`src/rtl/npc_ctrl_pkg.sv`:
```
// Shared types and constants for the next-PC / hazard controller.
package npc_ctrl_pkg;

    localparam int unsigned XLEN   = 32;
    localparam int unsigned INC    = 4;
    localparam logic [4:0]  REG_X0 = 5'd0;

    typedef enum logic [1:0] {
        RUN       = 2'd0,
        LU_STALL  = 2'd1,
        MEM_STALL = 2'd2
    } state_e;

endpackage

```
`src/rtl/npc_ctrl_if.sv`:
```
// Pipeline-side bus of npc_ctrl; perf counter signals exist only with NPC_CTRL_PERF_EN.
interface npc_ctrl_if #(
    parameter int unsigned XLEN = npc_ctrl_pkg::XLEN
);
    logic [XLEN-1:0] pc;
    logic [4:0]      id_rs1;
    logic [4:0]      id_rs2;
    logic            id_use_rs1;
    logic            id_use_rs2;
    logic [4:0]      ex_rd;
    logic            ex_memread;
    logic            ex_redirect;
    logic [XLEN-1:0] ex_target;
    logic            dmem_busy;
    logic [XLEN-1:0] npc;
    logic            pc_write_en;
    logic            ifid_write_en;
    logic            ifid_flush;
    logic            idex_flush;
`ifdef NPC_CTRL_PERF_EN
    logic [31:0]     perf_lu_stalls;
    logic [31:0]     perf_mem_stalls;
    logic [31:0]     perf_redirects;

    modport master (
        output pc, id_rs1, id_rs2, id_use_rs1, id_use_rs2, ex_rd, ex_memread,
               ex_redirect, ex_target, dmem_busy,
        input  npc, pc_write_en, ifid_write_en, ifid_flush, idex_flush,
               perf_lu_stalls, perf_mem_stalls, perf_redirects
    );
    modport slave (
        input  pc, id_rs1, id_rs2, id_use_rs1, id_use_rs2, ex_rd, ex_memread,
               ex_redirect, ex_target, dmem_busy,
        output npc, pc_write_en, ifid_write_en, ifid_flush, idex_flush,
               perf_lu_stalls, perf_mem_stalls, perf_redirects
    );
`else
    modport master (
        output pc, id_rs1, id_rs2, id_use_rs1, id_use_rs2, ex_rd, ex_memread,
               ex_redirect, ex_target, dmem_busy,
        input  npc, pc_write_en, ifid_write_en, ifid_flush, idex_flush
    );
    modport slave (
        input  pc, id_rs1, id_rs2, id_use_rs1, id_use_rs2, ex_rd, ex_memread,
               ex_redirect, ex_target, dmem_busy,
        output npc, pc_write_en, ifid_write_en, ifid_flush, idex_flush
    );
`endif
endinterface

```
`src/rtl/npc_ctrl_hazard_detect.sv`:
```
// Combinational load-use comparator: the load in EX writes a register the ID instruction reads.
module hazard_detect
    import npc_ctrl_pkg::*;
(
    input  logic       i_ex_memread,
    input  logic [4:0] i_ex_rd,
    input  logic [4:0] i_id_rs1,
    input  logic [4:0] i_id_rs2,
    input  logic       i_id_use_rs1,
    input  logic       i_id_use_rs2,
    output logic       o_lu
);
    logic w_hit_rs1;
    logic w_hit_rs2;

    assign w_hit_rs1 = i_id_use_rs1 && (i_id_rs1 == i_ex_rd);
    assign w_hit_rs2 = i_id_use_rs2 && (i_id_rs2 == i_ex_rd);
    assign o_lu      = i_ex_memread && (i_ex_rd != REG_X0) && (w_hit_rs1 || w_hit_rs2);

endmodule

```
`src/rtl/npc_ctrl.sv`:
```
// Next-PC and hazard controller: arbitrates sequential fetch, EX redirects, load-use and
// data-memory stalls. Optional perf counters are built when NPC_CTRL_PERF_EN is defined.
module npc_ctrl #(
    parameter int unsigned XLEN = npc_ctrl_pkg::XLEN,
    parameter int unsigned INC  = npc_ctrl_pkg::INC
) (
    input logic       clk,
    input logic       rst,
    npc_ctrl_if.slave bus
);
    import npc_ctrl_pkg::*;

    state_e          r_state;
    state_e          w_state_d;
    logic            r_pend_valid;
    logic            w_pend_valid_d;
    logic [XLEN-1:0] r_pend_target;
    logic [XLEN-1:0] w_pend_target_d;

    logic            w_lu;
    logic [XLEN-1:0] w_npc;
    logic            w_pc_we;
    logic            w_ifid_we;
    logic            w_ifid_flush;
    logic            w_idex_flush;
    logic            w_ev_lu;
    logic            w_ev_mem;
    logic            w_ev_redir;

    hazard_detect u_hazard_detect (
        .i_ex_memread (bus.ex_memread),
        .i_ex_rd      (bus.ex_rd),
        .i_id_rs1     (bus.id_rs1),
        .i_id_rs2     (bus.id_rs2),
        .i_id_use_rs1 (bus.id_use_rs1),
        .i_id_use_rs2 (bus.id_use_rs2),
        .o_lu         (w_lu)
    );

    always_comb begin
        w_npc           = bus.pc + XLEN'(INC);
        w_pc_we         = 1'b1;
        w_ifid_we       = 1'b1;
        w_ifid_flush    = 1'b0;
        w_idex_flush    = 1'b0;
        w_state_d       = RUN;
        w_pend_valid_d  = r_pend_valid;
        w_pend_target_d = r_pend_target;
        w_ev_lu         = 1'b0;
        w_ev_mem        = 1'b0;
        w_ev_redir      = 1'b0;

        if (rst) begin
            w_npc        = bus.pc;
            w_pc_we      = 1'b0;
            w_ifid_we    = 1'b0;
            w_ifid_flush = 1'b1;
            w_idex_flush = 1'b1;
        end else if (bus.dmem_busy) begin
            w_npc     = bus.pc;
            w_pc_we   = 1'b0;
            w_ifid_we = 1'b0;
            w_state_d = MEM_STALL;
            w_ev_mem  = 1'b1;
            if (bus.ex_redirect) begin
                w_pend_valid_d  = 1'b1;
                w_pend_target_d = bus.ex_target;
            end
        end else if (bus.ex_redirect || r_pend_valid) begin
            w_npc          = bus.ex_redirect ? bus.ex_target : r_pend_target;
            w_ifid_flush   = 1'b1;
            w_idex_flush   = 1'b1;
            w_pend_valid_d = 1'b0;
            w_ev_redir     = 1'b1;
        end else if (w_lu && (r_state != LU_STALL)) begin
            // A load frozen in EX by a memory stall still gets its bubble on MEM_STALL exit.
            w_npc        = bus.pc;
            w_pc_we      = 1'b0;
            w_ifid_we    = 1'b0;
            w_idex_flush = 1'b1;
            w_state_d    = LU_STALL;
            w_ev_lu      = 1'b1;
        end
    end

    always_ff @(posedge clk or posedge rst) begin
        if (rst) begin
            r_state       <= RUN;
            r_pend_valid  <= 1'b0;
            r_pend_target <= '0;
        end else begin
            r_state       <= w_state_d;
            r_pend_valid  <= w_pend_valid_d;
            r_pend_target <= w_pend_target_d;
        end
    end

    assign bus.npc           = w_npc;
    assign bus.pc_write_en   = w_pc_we;
    assign bus.ifid_write_en = w_ifid_we;
    assign bus.ifid_flush    = w_ifid_flush;
    assign bus.idex_flush    = w_idex_flush;

`ifdef NPC_CTRL_PERF_EN
    logic [31:0] r_perf_lu;
    logic [31:0] r_perf_mem;
    logic [31:0] r_perf_redir;

    always_ff @(posedge clk or posedge rst) begin
        if (rst) begin
            r_perf_lu    <= '0;
            r_perf_mem   <= '0;
            r_perf_redir <= '0;
        end else begin
            if (w_ev_lu && (r_perf_lu != '1)) r_perf_lu <= r_perf_lu + 32'd1;
            if (w_ev_mem && (r_perf_mem != '1)) r_perf_mem <= r_perf_mem + 32'd1;
            if (w_ev_redir && (r_perf_redir != '1)) r_perf_redir <= r_perf_redir + 32'd1;
        end
    end

    assign bus.perf_lu_stalls  = r_perf_lu;
    assign bus.perf_mem_stalls = r_perf_mem;
    assign bus.perf_redirects  = r_perf_redir;
`else
    logic w_unused_ev;
    assign w_unused_ev = w_ev_lu ^ w_ev_mem ^ w_ev_redir;
`endif

endmodule

```
`src/flat_wrapper.sv`:
```
// flat-port wrapper written by rule: the top's interface ports become plain ports
module npc_ctrl_flat import npc_ctrl_pkg::*;
#(
    parameter int unsigned XLEN = npc_ctrl_pkg::XLEN,
    parameter int unsigned INC  = npc_ctrl_pkg::INC
)
  (clk, rst, bus_pc, bus_id_rs1, bus_id_rs2, bus_id_use_rs1, bus_id_use_rs2, bus_ex_rd, bus_ex_memread, bus_ex_redirect, bus_ex_target, bus_dmem_busy, bus_npc, bus_pc_write_en, bus_ifid_write_en, bus_ifid_flush, bus_idex_flush);
  npc_ctrl_if #(.XLEN(XLEN)) bus_i ();
  input logic clk;
  input logic rst;
  input wire logic [$bits(bus_i.pc)-1:0] bus_pc;
  input wire logic [$bits(bus_i.id_rs1)-1:0] bus_id_rs1;
  input wire logic [$bits(bus_i.id_rs2)-1:0] bus_id_rs2;
  input wire logic [$bits(bus_i.id_use_rs1)-1:0] bus_id_use_rs1;
  input wire logic [$bits(bus_i.id_use_rs2)-1:0] bus_id_use_rs2;
  input wire logic [$bits(bus_i.ex_rd)-1:0] bus_ex_rd;
  input wire logic [$bits(bus_i.ex_memread)-1:0] bus_ex_memread;
  input wire logic [$bits(bus_i.ex_redirect)-1:0] bus_ex_redirect;
  input wire logic [$bits(bus_i.ex_target)-1:0] bus_ex_target;
  input wire logic [$bits(bus_i.dmem_busy)-1:0] bus_dmem_busy;
  output wire logic [$bits(bus_i.npc)-1:0] bus_npc;
  output wire logic [$bits(bus_i.pc_write_en)-1:0] bus_pc_write_en;
  output wire logic [$bits(bus_i.ifid_write_en)-1:0] bus_ifid_write_en;
  output wire logic [$bits(bus_i.ifid_flush)-1:0] bus_ifid_flush;
  output wire logic [$bits(bus_i.idex_flush)-1:0] bus_idex_flush;
  assign bus_i.pc = bus_pc;
  assign bus_i.id_rs1 = bus_id_rs1;
  assign bus_i.id_rs2 = bus_id_rs2;
  assign bus_i.id_use_rs1 = bus_id_use_rs1;
  assign bus_i.id_use_rs2 = bus_id_use_rs2;
  assign bus_i.ex_rd = bus_ex_rd;
  assign bus_i.ex_memread = bus_ex_memread;
  assign bus_i.ex_redirect = bus_ex_redirect;
  assign bus_i.ex_target = bus_ex_target;
  assign bus_i.dmem_busy = bus_dmem_busy;
  assign bus_npc = bus_i.npc;
  assign bus_pc_write_en = bus_i.pc_write_en;
  assign bus_ifid_write_en = bus_i.ifid_write_en;
  assign bus_ifid_flush = bus_i.ifid_flush;
  assign bus_idex_flush = bus_i.idex_flush;
  npc_ctrl #(.XLEN(XLEN), .INC(INC)) u_core (.clk(clk), .rst(rst), .bus(bus_i));
endmodule
```
`config.mk`:
```
export PLATFORM = sky130hd
export DESIGN_NAME = npc_ctrl_flat
export DESIGN_NICKNAME = d
export VERILOG_FILES = /design/src/rtl/npc_ctrl_pkg.sv /design/src/rtl/npc_ctrl_if.sv /design/src/rtl/npc_ctrl_hazard_detect.sv /design/src/rtl/npc_ctrl.sv /design/src/flat_wrapper.sv
export SDC_FILE = /design/constraint.sdc
export NUM_CORES = 1
export LEC_CHECK = 0
export ABC_AREA = 1
export CAP_MARGIN = 15
export CORE_ASPECT_RATIO = 1.25
export CORE_UTILIZATION = 36
export DETAILED_ROUTE_END_ITERATION = 7
export GPL_ROUTABILITY_DRIVEN = 0
export GPL_TIMING_DRIVEN = 0
export HOLD_SLACK_MARGIN = 0.1
export PLACE_DENSITY = 0.69
export RECOVER_POWER = 25
export SLEW_MARGIN = 20
export SYNTH_ARGS = -nofsm -noshare
export SYNTH_HDL_FRONTEND = slang
export SYNTH_SLANG_ARGS = --single-unit
```
`constraint.sdc`:
```
create_clock -name clk -period 5.31 [get_ports clk]
set_clock_uncertainty 0.2 [all_clocks]
set_input_delay 1.3275 -clock clk [delete_from_list [all_inputs] [get_ports clk]]
set_output_delay 1.3275 -clock clk [all_outputs]
set_load 0.03 [all_outputs]
```
; ---- Yosys cells after proc, flatten, opt, wreduce, memory -nomap -nowiden
; Index checks and enable logic that the tools add are counted.
[totals]
input_bits = 86
reg_bits = 35
out_inout_bits = 36
[classes]
n_eq_ne = 4
n_addsub = 1
reduce_logical = 11
muxes = 23
bitwise_logic = 1
[ops]
columns = op, n
row1 = 32-bit 2-to-1 mux, 5
row2 = "32-bit by 3-bit adder with 32-bit output, second input constant", 1
row3 = 1-bit 2-to-1 mux, 15
row4 = 5-bit equality test, 2
row5 = 2-bit 2-to-1 mux, 3
row6 = 1-bit logical AND, 5
row7 = 5-bit nonzero test, 1
row8 = 3-bit AND reduction, 1
row9 = 1-bit logical OR, 2
row10 = "2-bit by 1-bit != test with 1-bit output, second input constant", 1
row11 = "2-bit != test, second input constant", 1
row12 = 2-bit AND reduction, 1
row13 = 2-bit nonzero test, 1
row14 = 1-bit NOT, 1

; ---- Longest topological paths before layout
; Gate-level depths: netlist of the first run.
[logic_depth]
word_depth = 9
mapped_depth = 12
ltp_nobuf = 12

; ---- Hierarchy
; Synthesis of the first run repeated with hierarchy kept, for this count alone.
[hier_totals]
cells_unflattened = 562
area_unflattened_um2 = 3403.3
[by_module_without_submodules]
columns = mod, seq_area_each_um2, area_per_inst_um2, cells_each, instances
row1 = npc_ctrl, 875.8, 3186.8, 508, 1
row2 = hazard_detect, 0.0, 216.5, 54, 1

; ---- Worst setup path after synthesis of the first run
; Ideal clock, no wire load.
[synth_timing]
path_kind = in2out
start = input port rst
end = output port bus_idex_flush
t_arrival_ps = 2744
slack_ps = 1039
path_stages = 2
cell_sequence = inv_1 o21ai_0
[synth_via]
elab_chain_cells = 1
[synth_lines]
columns = element, line_no
row1 = start: declaration, flat_wrapper.sv:10  ; input logic rst;
row2 = 1-bit 2-to-1 mux, npc_ctrl.sv:53  ; if (rst) begin
row3 = end: declaration, flat_wrapper.sv:25  ; output wire logic [$bits(bus_i.idex_flush)-1:0] bus_idex_flush;
; Every way passes these cells.

; ---- Final worst setup path of the first run
[layout_timing]
start = input port bus_pc[4]
end = output port bus_npc[25]
[layout_via]
elab_chain_cells = 5
[layout_lines]
columns = element, line_no
row1 = start: declaration, flat_wrapper.sv:11  ; input wire logic [$bits(bus_i.pc)-1:0] bus_pc;
row2 = 32-bit by 3-bit adder with 32-bit output, npc_ctrl.sv:41  ; w_npc = bus.pc + XLEN'(INC);
row3 = 32-bit 2-to-1 mux, npc_ctrl.sv:75  ; end else if (w_lu && (r_state != LU_STALL)) begin
row4 = 32-bit 2-to-1 mux, npc_ctrl.sv:69  ; end else if (bus.ex_redirect || r_pend_valid) begin
row5 = 32-bit 2-to-1 mux, npc_ctrl.sv:59  ; end else if (bus.dmem_busy) begin
row6 = 32-bit 2-to-1 mux, npc_ctrl.sv:53
row7 = end: declaration, flat_wrapper.sv:21  ; output wire logic [$bits(bus_i.npc)-1:0] bus_npc;
; Every way passes these cells.

==> impl_metrics.json, run 1 <==
{
  "outcome": "complete, no violations",
  "ir_drop_uv": 201.6,
  "critPathRequiredTime_ps": 3780,
  "instances_no_fill": 937,
  "cts_hold_buf": 0,
  "setup_viol": 0,
  "maxSlewHeadroom_pct": 47.81,
  "p_leak_uw": 0.002577,
  "htreeDepth": 2,
  "hold_ws_ps": 335.1,
  "hold_depth": 2,
  "start_kind": "input pin",
  "layout_setup_ws_ps": 116.3,
  "timing.setup.tns_ps": 0,
  "slowest_delay_ps": 680,
  "placeableCoreArea_sq_mm": 0.01016,
  "grt_max_degree": 39,
  "worst_slew_pin_slew_ps": 781.7,
  "holdCritStartpoint": "u_core.r_pend_target[13]$_DFFE_PP0P_",
  "rows": 41,
  "min_to": "u_core.r_pend_target[13]$_DFFE_PP0P_",
  "slew_violations": 0,
  "track_usage_pct": 24.52,
  "synth_area_sq_mm": 0.003789,
  "regToRegSetupSlack_ps": 3970,
  "path_max_fanout": 5,
  "clockRootBuffer": "clkbuf_16",
  "dpl.hpwl_um": 10530,
  "crit_top_cell": "nor2_1",
  "ys_types": 26,
  "start_util_pct": 37.30,
  "crit_family": "buffers and inverters",
  "rsz0062_at_grt": "no",
  "arrival_ps": 3670,
  "min_period_over_period_pct": 97.81,
  "yosys_warnings": 0,
  "r2r_cells": 5,
  "avgSynthCellArea_sq_um": 5.580,
  "cts_tree": "yes",
  "max_freq_mhz": 192.5,
  "end_kind": "output pin",
  "path_class": "input pin to output pin",
  "routed_wl_um": 13050,
  "reg2reg_from": "u_core.r_state[0]$_DFF_PP0_",
  "cts_inserted_buffers": 5,
  "grt_pass1_wl_um": 20990,
  "postRouteAntennaNets": 0,
  "cp_cell_sequence": "clkdlybuf4s50_1 -> nand2_2 -> nor2_4 -> nand2_1 -> inv_1 -> nand3b_1 -> nand2_1 -> inv_1 -> nor2_1 -> nor2_1 -> nor2_1 -> clkdlybuf4s50_1",
  "clkTransAtPathRegs_ps": 50,
  "num_antenna_cells": 0,
  "cts.path.max_buffers": 2,
  "ys_seq_area_share_pct": 23.12,
  "die_h_um": 116.7,
  "grt_overflow": 0,
  "area_growth_pct": 41.15,
  "clk_latency_ps": 270,
  "portBuffers": 121,
  "num_vias": 4682,
  "cp.buffers_inverters": 4,
  "cts_setup_buffers": 0,
  "clock_sinks": 35,
  "timing.rr.end": "u_core.r_state[0]$_DFF_PP0_",
  "die_w_um": 93.76,
  "drive_gt1_share_pct": 8.168,
  "vias_per_cell": 4.997,
  "drt_pass1_iterations": 5,
  "grt_pass1_vias": 4417,
  "wl_per_cell_um": 13.93,
  "drv_cap": 0,
  "route.detailed.drc": 0,
  "die-area_sq_mm": 0.01094,
  "cp_slowest_cell": "clkdlybuf4s50_1",
  "hold_viol": 0,
  "dp_cells": 929,
  "hp-class": "register to register",
  "drtIter0Drc": 273,
  "synthCells": 679,
  "crit_cells": 12,
  "syn_nets": 766,
  "antenna_found_initial": 0,
  "place_ws_ps": -91.54,
  "ys_ff_latch": 35,
  "power_uw": 1007,
  "layout.nets": 894,
  "p_per_area_mw_per_mm2": 188.4,
  "timing.final.crit_period_ps": 5194,
  "io_pins": 122
}
-- layout by cell type, fill, tap and decap left out, drive strengths merged --
| cell | n |
|---|---|
| clkbuf | 23 |
| nand2 | 242 |
| o21ai | 69 |
| inv | 81 |
| mux2 | 2 |
| dlymetal6s2s | 15 |
| nand3b | 10 |
| or2 | 7 |
| dfrtp | 35 |
| xnor2 | 5 |
| nand3 | 29 |
| a21oi | 23 |
| a21boi | 1 |
| nand4 | 22 |
| clkdlybuf4s50 | 100 |
| buf | 14 |
| clkinv | 1 |
| nor2 | 110 |
| ha | 1 |
| dlygate4sd2 | 6 |
| xor2 | 12 |
-- cell type report --
cell class,count,area [sq um]
buffer,30,135.1
clock buffer,7,132.6
clock inverter,1,5.005
fill,1067,4810
inverter,81,304.0
multi-input combinational,533,2492
sequential,35,875.8
tap,129,161.4
timing repair buffer,121,1241
-- worst register-to-register path, stage by stage, from the launching register on --
cell and delay (ps):
dfrtp_1 350, a21boi_0 160, o21ai_1 90, inv_1 150
nand3_1 190, nor2_1 140
-- per-layer routing --
| layer | up-vias | global-route usage (%) | share of wire (%) |
|---|---|---|---|
| li1 | 2376 | - | - |
| met5 | - | 0 | 0 |
| met1 | 2113 | 31.31 | 43 |
| met2 | 168 | 42.53 | 48 |
| met4 | 0 | 9.231 | 2.7 |
| met3 | 25 | 2.539 | 5.8 |
-- power breakdown --
group	total, uW	internal (uW)	switching (uW)
Combinational	417	166	250
Sequential	316	305	10.7
Clock	275	173	102
Total	1010	644	363
-- state kept, by name, indices dropped and copies added, names as in the netlist --
signal / count
u_core.r_pend_valid: 1
u_core.r_state: 2
u_core.r_pend_target: 32
-- how the worst max path moves through the flow --
| stage | from | end |
|---|---|---|
| floorplan | rst | bus_idex_flush |
| global placement | rst | bus_ifid_flush |
| detailed placement | bus_pc[2] | bus_npc[8] |
| CTS | bus_pc[2] | bus_npc[22] |
| global route | bus_ex_rd[2] | bus_npc[16] |
| finish | bus_pc[4] | bus_npc[25] |
-- synthesized netlist by cell type --
cell type	n	share of area (%)
buf_4	2	0.40
nand3b_1	10	2.0
inv_2	8	0.79
a21oi_1	23	3.0
xor2_1	12	2.8
nor2_2	10	1.7
or2_2	7	1.2
inv_1	73	7.2
a21boi_0	1	0.20
xnor2_1	5	1.2
nand2_1	233	23
dfrtp_1	35	23
nor2_4	6	1.8
buf_1	3	0.30
nand3_1	28	3.7
clkbuf_1	16	1.6
nand4_1	22	3.6
o21ai_1	3	0.40
o21ai_0	66	8.7
nand2_4	1	0.30
ha_1	1	0.33
nor2_1	94	9.3
mux2_2	2	0.59
buf_2	9	1.2
nand3_2	1	0.26
nand2_2	8	1.3
-- cells by family after synthesis --
group | Yosys count | synth area share, %
DFF | 35 | 23.12
and+or+nand+nor | 420 | 48.18
xor gates and xnor gates | 17 | 3.930
muxes | 2 | 0.5944
buffers and inverters | 111 | 11.49
AOI/OAI and AO/OA | 93 | 12.35
adders and majority gates | 1 | 0.3302
-- stage by stage --
stage / utilization [%] / cell area [sq um]
final: 52.65 / 5348
after global routing: 52.65 / 5348
after CTS: 52.17 / 5299
after detailed placement: 50.81 / 5161
after global placement: 50.81 / 5161
after floorplan: - / 3789
-- repair_timing --
action                                  4_1_cts  5_1_grt
hold endpoints to repair                      0        0
gates resized for setup                       8       23
endpoints found under the setup margin        8       26
No activity file was read; power rests on OpenSTA's default activity.
==> run 2: changes to the inputs <==
PLACE_DENSITY = 0.71   (was 0.69)
clock period = 4.5 ns   (was 5.31 ns; I/O delays follow)
==> run 2 against run 1 <==
Register-to-register slack worse by 770 ps. Non-clock buffer count rose by 5. Worst setup slack lost 32 ps. Total power up 18%. Global-route usage is 0.22 points higher. Routed wire length up 1.6%. Worst hold slack is essentially flat. First-iteration DRC count grew 13%. Via count is 1.7% higher. Largest power group unchanged.
==> impl_metrics.json, run 2 (synthesis gave the netlist of run 1 again) <==
{
  "num_antenna_cells": 0,
  "power_uw": 1186,
  "p_int_uw": 743.0,
  "drt_pass1_iterations": 5,
  "end_kind": "output pin",
  "outcome": "complete, no violations",
  "switching_share_pct": 37.37,
  "hp-class": "register to register",
  "clk_latency_ps": 280,
  "grt_pass1_wl_um": 21040,
  "die_w_um": 93.76,
  "htreeDepth": 2,
  "die_h_um": 116.7,
  "largest_reg_flops": 32,
  "clockRootBuffer": "clkbuf_16",
  "regToRegSetupSlack_ps": 3200,
  "layout.nets": 899,
  "route.detailed.drc": 0,
  "track_usage_pct": 24.75,
  "p_per_area_mw_per_mm2": 223.3,
  "max_flop_register": "u_core.r_pend_target",
  "instances_no_fill": 942,
  "p_leak_uw": 0.002553,
  "layout_commonest_cell": "nand2_1",
  "reg_top3": "u_core.r_pend_target x32, u_core.r_state x2, u_core.r_pend_valid x1",
  "hold_viol": 0,
  "routed_wl_um": 13260,
  "grt_max_degree": 39,
  "fill_cells": 1069,
  "arrival_ps": 3090,
  "setup_viol": 0,
  "area_growth_pct": 40.19,
  "max_freq_mhz": 226.5,
  "num_vias": 4763,
  "hold_ws_ps": 335.2,
  "p_sw_uw": 443.2,
  "start_kind": "input pin",
  "worst_slew_pin_slew_ps": 665.7,
  "critPathRequiredTime_ps": 3170,
  "cts.path.max_buffers": 2,
  "p_clk_share_pct": 28.0,
  "maxSlewHeadroom_pct": 55.62,
  "drtIter0Drc": 308,
  "placeableCoreArea_sq_mm": 0.01016,
  "antenna_found_initial": 0,
  "drv_cap": 0,
  "rows": 41,
  "dp_cells": 929,
  "clock_sinks": 35,
  "rsz0062_at_grt": "yes",
  "start_util_pct": 37.30,
  "slew_violations": 0,
  "path_class": "input pin to output pin",
  "grt_pass1_vias": 4562,
  "cts_inserted_buffers": 5,
  "p_seq_share_pct": 31.5,
  "vias_per_cell": 5.056,
  "path_max_fanout": 5,
  "dpl.hpwl_um": 10520,
  "die-area_sq_mm": 0.01094,
  "mostFrequentLayoutCells": "nand2_1, nor2_1, clkdlybuf4s50_1",
  "min_period_over_period_pct": 98.13,
  "postRouteAntennaNets": 0,
  "cts_tree": "yes",
  "drive_gt1_share_pct": 13.53,
  "timing.setup.tns_ps": 0,
  "portBuffers": 121,
  "io_pins": 122,
  "ir_drop_uv": 207.4,
  "timing.final.crit_period_ps": 4416,
  "grt_overflow": 0,
  "clkTransAtPathRegs_ps": 50,
  "power_frac_comb_pct": 40.6,
  "wl_per_cell_um": 14.08
}
[run 2: changes by cell type in the layout (fill, tap and decap cells not counted), sizes merged]
cell	previous run	this run
clkinv	1	3
dlygate4sd3	0	1
buf	14	20
clkbuf	23	46
dlymetal6s2s	15	6
clkdlybuf4s50	100	79
clkdlybuf4s15	0	3
[run 2: layout make-up]
class                   instances  area [sq um]  share of cell area, %
flip-flops and latches         35         875.8                  16.49
clock inverters                 3         15.01                 0.2827
well taps                     129         161.4                  3.039
inverters                      81         306.5                  5.772
clock buffers                   5         125.1                  2.356
multi-input cells             533          2547                  47.96
plain buffers                  30         150.1                  2.827
repair buffers                126          1130                  21.27
[run 2: worst paths after layout]
kind                                                           from                              endpoint  cells after the start
worst max-delay path                                      bus_pc[4]                            bus_npc[8]                     10
worst min-delay path            u_core.r_pend_target[9]$_DFFE_PP0P_   u_core.r_pend_target[9]$_DFFE_PP0P_                      2
worst max register to register          u_core.r_state[0]$_DFF_PP0_           u_core.r_state[0]$_DFF_PP0_                      5
worst min register to register  u_core.r_pend_target[9]$_DFFE_PP0P_   u_core.r_pend_target[9]$_DFFE_PP0P_                      2
max in group asynchronous                                       rst  u_core.r_pend_target[31]$_DFFE_PP0P_                      2
min in group asynchronous                                       rst  u_core.r_pend_target[17]$_DFFE_PP0P_                      2
[run 2: stage by stage]
step	utilization, %	worst slack (ps)	area, sq um
final	52.29	84.18	5311
after global routing	52.29	-26.80	5311
after CTS	52.39	-39.69	5321
after detailed placement	50.81	-498.4	5161
after global placement	50.81	-591.0	5161
after floorplan	-	633.8	3789
[run 2: per-layer routing]
metal	GRT usage [%]	routed length, um	vias to the layer above
met2	43.16	6300	213
met4	13.03	566	0
met3	2.214	870	43
li1	-	-	2392
met1	30.16	5524	2115
met5	0	0	-
[run 2: worst max-delay path, cell delays in order]
cell	delay, ps
clkdlybuf4s50_1	650
nand3_2	250
nor2_4	220
buf_4	140
xor2_1	140
nand3_1	90
nand3_1	80
nand2_1	50
inv_1	40
clkdlybuf4s15_2	300
[run 2: what timing repair did]
action	CTS	global route
hold buffers	0	0
endpoints found under the setup margin	35	33
gates resized for setup	59	76
pin swaps	0	3
buffers inserted	2	3
[run 2: power by group through the flow]
stage                     sequential, uW  clock, uW  combinational, uW
after floorplan                      374          0                276
after global placement               376          0                483
after detailed placement             378          0                490
after CTS                            373        332                479
after global routing                 377        343                530
final                                373        332                481
==> run 3: changes to the inputs <==
SLEW_MARGIN = not set   (was 20)
==> run 3 against run 2 <==
Sequential power about the same. Largest power group unchanged. Fmax is 0.31% lower. Clock power grew 9.0%. Sequential cell count unchanged. Core utilization is 0.44 points higher. Non-clock buffer count unchanged. Critical path type unchanged. Sequential share of layout area down 0.14 points. Highest routed layer unchanged. Register-to-register slack lost 50 ps. Final cell count unchanged. Count of clock-buffer cells in the layout rose by 3.
==> impl_metrics.json, run 3 (synthesis gave the netlist of run 1 again) <==
{
  "placeableCoreArea_sq_mm": 0.01016,
  "rsz0062_at_grt": "yes",
  "drt_pass1_iterations": 5,
  "routed_wl_um": 13320,
  "setup_viol": 0,
  "end_kind": "output pin",
  "p_per_area_mw_per_mm2": 227.6,
  "die_w_um": 93.76,
  "drv_cap": 0,
  "outcome": "complete, no violations",
  "hold_viol": 0,
  "start_kind": "input pin",
  "clk_latency_ps": 280,
  "critPathRequiredTime_ps": 3170,
  "arrival_ps": 3100,
  "largest_reg_flops": 32,
  "ir_drop_uv": 222.6,
  "drtIter0Drc": 295,
  "area_growth_pct": 41.38,
  "cts_tree": "yes",
  "p_leak_uw": 0.002583,
  "instances_no_fill": 942,
  "dp_cells": 930,
  "max_freq_mhz": 225.7,
  "hold_ws_ps": 335.0,
  "vias_per_cell": 5.148,
  "dpl.hpwl_um": 10560,
  "postRouteAntennaNets": 0,
  "reg_top3": "u_core.r_pend_target x32, u_core.r_state x2, u_core.r_pend_valid x1",
  "path_max_fanout": 10,
  "layout.nets": 899,
  "grt_pass1_vias": 4515,
  "clockRootBuffer": "clkbuf_16",
  "portBuffers": 121,
  "grt_pass1_wl_um": 21010,
  "layout_commonest_cell": "nand2_1",
  "drive_gt1_share_pct": 13.16,
  "hp-class": "register to register",
  "clock_sinks": 35,
  "num_antenna_cells": 0,
  "die-area_sq_mm": 0.01094,
  "die_h_um": 116.7,
  "min_period_over_period_pct": 98.44,
  "rows": 41,
  "cts_inserted_buffers": 5,
  "htreeDepth": 2,
  "worst_slew_pin_slew_ps": 784.4,
  "route.detailed.drc": 0,
  "cts.path.max_buffers": 2,
  "mostFrequentLayoutCells": "nand2_1, nor2_1, clkdlybuf4s50_1",
  "io_pins": 122,
  "clkTransAtPathRegs_ps": 50,
  "antenna_found_initial": 0,
  "maxSlewHeadroom_pct": 47.71,
  "timing.final.crit_period_ps": 4430,
  "fill_cells": 1054,
  "grt_max_degree": 25,
  "max_flop_register": "u_core.r_pend_target",
  "wl_per_cell_um": 14.14,
  "slew_violations": 0,
  "num_vias": 4849,
  "track_usage_pct": 24.42,
  "grt_overflow": 0,
  "path_class": "input pin to output pin",
  "start_util_pct": 37.30
}
## run 3: timing repair
item | 4_1_cts | 5_1_grt
endpoints found under the setup margin | 35 | 35
resized for setup | 57 | 79
setup buffers | 1 | 3
pin swaps | 1 | 1
hold buffers | 0 | 0
## run 3: path summary, 6_finish.rpt
path	start	to	slack, ps	cells after the start
worst max-delay path	bus_ex_redirect	bus_npc[30]	70	9
worst min-delay path	u_core.r_pend_target[20]$_DFFE_PP0P_	u_core.r_pend_target[20]$_DFFE_PP0P_	340	2
worst max register to register	u_core.r_state[0]$_DFF_PP0_	u_core.r_state[0]$_DFF_PP0_	3150	5
worst min register to register	u_core.r_pend_target[20]$_DFFE_PP0P_	u_core.r_pend_target[20]$_DFFE_PP0P_	340	2
max in group asynchronous	rst	u_core.r_pend_target[30]$_DFFE_PP0P_	2180	3
min in group asynchronous	rst	u_core.r_pend_target[17]$_DFFE_PP0P_	1180	3
## run 3: power by group
group / internal (uW) / total (uW) / switching [uW]
sequential: 360 / 373 / 13.3
combinational: 184 / 484 / 300
clock: 236 / 362 / 126
total: 780 / 1220 / 439
## run 3: area by class of cell
| cell class | instances | area (sq um) | share of cell area [%] |
|---|---|---|---|
| multi-input combinational | 533 | 2537 | 47.37 |
| timing repair buffer | 126 | 1164 | 21.72 |
| sequential | 35 | 875.8 | 16.35 |
| inverter | 81 | 305.3 | 5.700 |
| tap | 129 | 161.4 | 3.013 |
| clock buffer | 8 | 156.4 | 2.920 |
| buffer | 30 | 156.4 | 2.920 |
## run 3: layer usage
metal  wire length [um]  vias to the layer above  global-route usage, %  part of all wire, %
met5                  0                        -                      0                    0
met4                505                        0                  12.21                  3.8
met3                948                       40                  2.148                  7.1
met2               6418                      239                  42.14                   48
met1               5452                     2175                  30.42                   41
li1                   -                     2395                      -                    -
## run 3: worst max-delay path, cell delays in order
cell and delay [ps]:
clkdlybuf4s50_1 480, nor2_4 280, inv_2 130, clkbuf_1 260, a21oi_1 310, nand2_1 80
nor2_1 90, nor2_1 50, clkdlybuf4s18_2 280
## run 3: through the flow
stage	setup slack (ps)	instance area [sq um]	utilization, %	setup TNS [ps]	total power [uW]
4_1_cts	-48.11	5354	52.71	-72.55	1216
5_1_grt	-31.69	5356	52.73	-51.55	1279
3_3_place_gp	-591.0	5161	50.81	-14760	859.4
3_5_place_dp	-510.6	5189	51.08	-13740	872.3
2_1_floorplan	633.8	3789	-	0	649.8
6_report	70.25	5356	52.73	0	1219
==> patch, RTL diff (flow settings as in run 2) <==
Change the package constant `REG_X0` from 5'd0 to 5'd1.
--- a/src/rtl/npc_ctrl_pkg.sv
+++ b/src/rtl/npc_ctrl_pkg.sv
@@ -3,7 +3,7 @@
 
     localparam int unsigned XLEN   = 32;
     localparam int unsigned INC    = 4;
-    localparam logic [4:0]  REG_X0 = 5'd0;
+    localparam logic [4:0]  REG_X0 = 5'd1;
 
     typedef enum logic [1:0] {
         RUN       = 2'd0,
Check against the original RTL: not equivalent (a bounded check fails within 4 cycles, from zero or initial values and one cycle with rst high).
==> patch against run 2 <==
- register-to-register slack worse by 0.05 ns
- design area hardly changed
- synthesized cell count rose by 0.29%
- critical path depth stayed put
- wire length fell by 1.1%
- sequential cell count unchanged
- global-route usage up 0.11 points
- power grew 0.39%
- clock power up 1%
- area after synthesis down 1.4%
- worst setup slack got worse by 0.0097 ns
==> patch: results (changes against run 2) <==
<table>
<tr><th>Metric</th><th>Value</th></tr>
<tr><th colspan="2">Place</th></tr>
<tr><td>Post-placement worst setup slack</td><td>-0.5636 ns (was -0.4984 ns)</td></tr>
<tr><td>Post-detail-place hpwl</td><td>10510 um (was 10520 um)</td></tr>
<tr><td>Post-place instance area</td><td>5110 um2 (was 5161 um2)</td></tr>
<tr><th colspan="2">Drt</th></tr>
<tr><td>Vias per cell</td><td>5.045 (was 5.056)</td></tr>
<tr><td>DRC marker count from the first detailed-route iteration</td><td>301 (was 308)</td></tr>
<tr><td>Total met3 wirelength after detailed routing</td><td>842 um (was 870 um)</td></tr>
<tr><td>Length of routed met2 wiring</td><td>6408 um (was 6300 um)</td></tr>
<tr><td>Routed WL per cell</td><td>13.93 um (was 14.08 um)</td></tr>
<tr><td>Count of vias placed by the detailed router</td><td>4747 (was 4763)</td></tr>
<tr><th colspan="2">Logic synthesis</th></tr>
<tr><td>Largest cells by area after synthesis</td><td>nand2_1 24%, dfrtp_1 23%, nor2_1 10%, o21ai_0 9.2%, inv_1 7.7% (was dfrtp_1 23%, nand2_1 23%, nor2_1 9.3%, o21ai_0 8.7%, inv_1 7.2%)</td></tr>
<tr><td>Synthesized-area fraction occupied by ao, oa, aoi and oai cells</td><td>0.1269 (was 0.1235)</td></tr>
<tr><td>Number of library cell types mapped by synthesis</td><td>24 (was 26)</td></tr>
<tr><td>Most instantiated cells after synthesis</td><td>237 x nand2_1, 104 x nor2_1, 77 x inv_1 (was 233 x nand2_1, 94 x nor2_1, 73 x inv_1)</td></tr>
<tr><td>Gate count after technology mapping</td><td>681 (was 679)</td></tr>
<tr><td>XOR/XNOR share of the synthesized area</td><td>0.03984 (was 0.03930)</td></tr>
<tr><td>Fraction of the mapped netlist area in adder cells</td><td>0.003348 (was 0.003303)</td></tr>
<tr><td>Multiplexer area fraction after synthesis</td><td>0.006026 (was 0.005945)</td></tr>
<tr><th colspan="2">Pwr</th></tr>
<tr><td>Tot Pwr</td><td>1.191 mW (was 1.186 mW)</td></tr>
<tr><td>Fraction of power consumed by combinational cells</td><td>0.404 (was 0.406)</td></tr>
<tr><td>Leakage</td><td>2.592 nW (was 2.553 nW)</td></tr>
<tr><th colspan="2">STA</th></tr>
<tr><td>Transition time at the pin with the least slew margin</td><td>0.4977 ns (was 0.6657 ns)</td></tr>
<tr><th colspan="2">Setup path</th></tr>
<tr><td>Signal arrival time at the worst endpoint</td><td>3.10 ns (was 3.09 ns)</td></tr>
<tr><td>Peak per-stage delay on the critical path</td><td>0.46 ns (was 0.65 ns)</td></tr>
<tr><th colspan="2">Global routing</th></tr>
<tr><td>Vias in the first global route</td><td>4571 (was 4562)</td></tr>
<tr><th colspan="2">Clock network</th></tr>
<tr><td>Setup Fix Bufs, Post-CTS</td><td>0 (was 2)</td></tr>
<tr><th colspan="2">Hold path</th></tr>
<tr><td>Worst hold endpoint</td><td>u_core.r_pend_target[14] (was u_core.r_pend_target[9])</td></tr>
<tr><th colspan="2">Outcome</th></tr>
<tr><td>Status</td><td>finished clean (unchanged)</td></tr>
</table>
patch: layer usage:
layer / global-route usage / vias to the layer above
met1: 0.3047 / 2121
met4: 0.1179 / 0
met3: 0.02822 / 32
li1: - / 2393
met5: 0 / -
met2: 0.4338 / 201
patch: worst max path at each step:
| stage | depth (start not counted) | slack [ns] | from | end |
|---|---|---|---|---|
| after floorplan | 2 | 0.63 | rst | bus_idex_flush |
| after global placement | 11 | -0.59 | bus_pc[2] | bus_npc[24] |
| after detailed placement | 11 | -0.56 | bus_pc[2] | bus_npc[24] |
| after CTS | 9 | -0.03 | bus_ex_redirect | bus_npc[8] |
| after global routing | 10 | -0.05 | bus_ex_rd[2] | bus_npc[20] |
| final | 10 | 0.07 | bus_ex_rd[2] | bus_npc[20] |
patch: layout make-up:
cell class                 count  area (um2)
sequential                    35       875.8
inverter                      81       306.5
clock buffer                   6       138.9
buffer                        30       152.6
tap                          129       161.4
multi-input combinational    535        2530
fill                        1045        4800
timing repair buffer         124        1136
clock inverter                 1       5.005
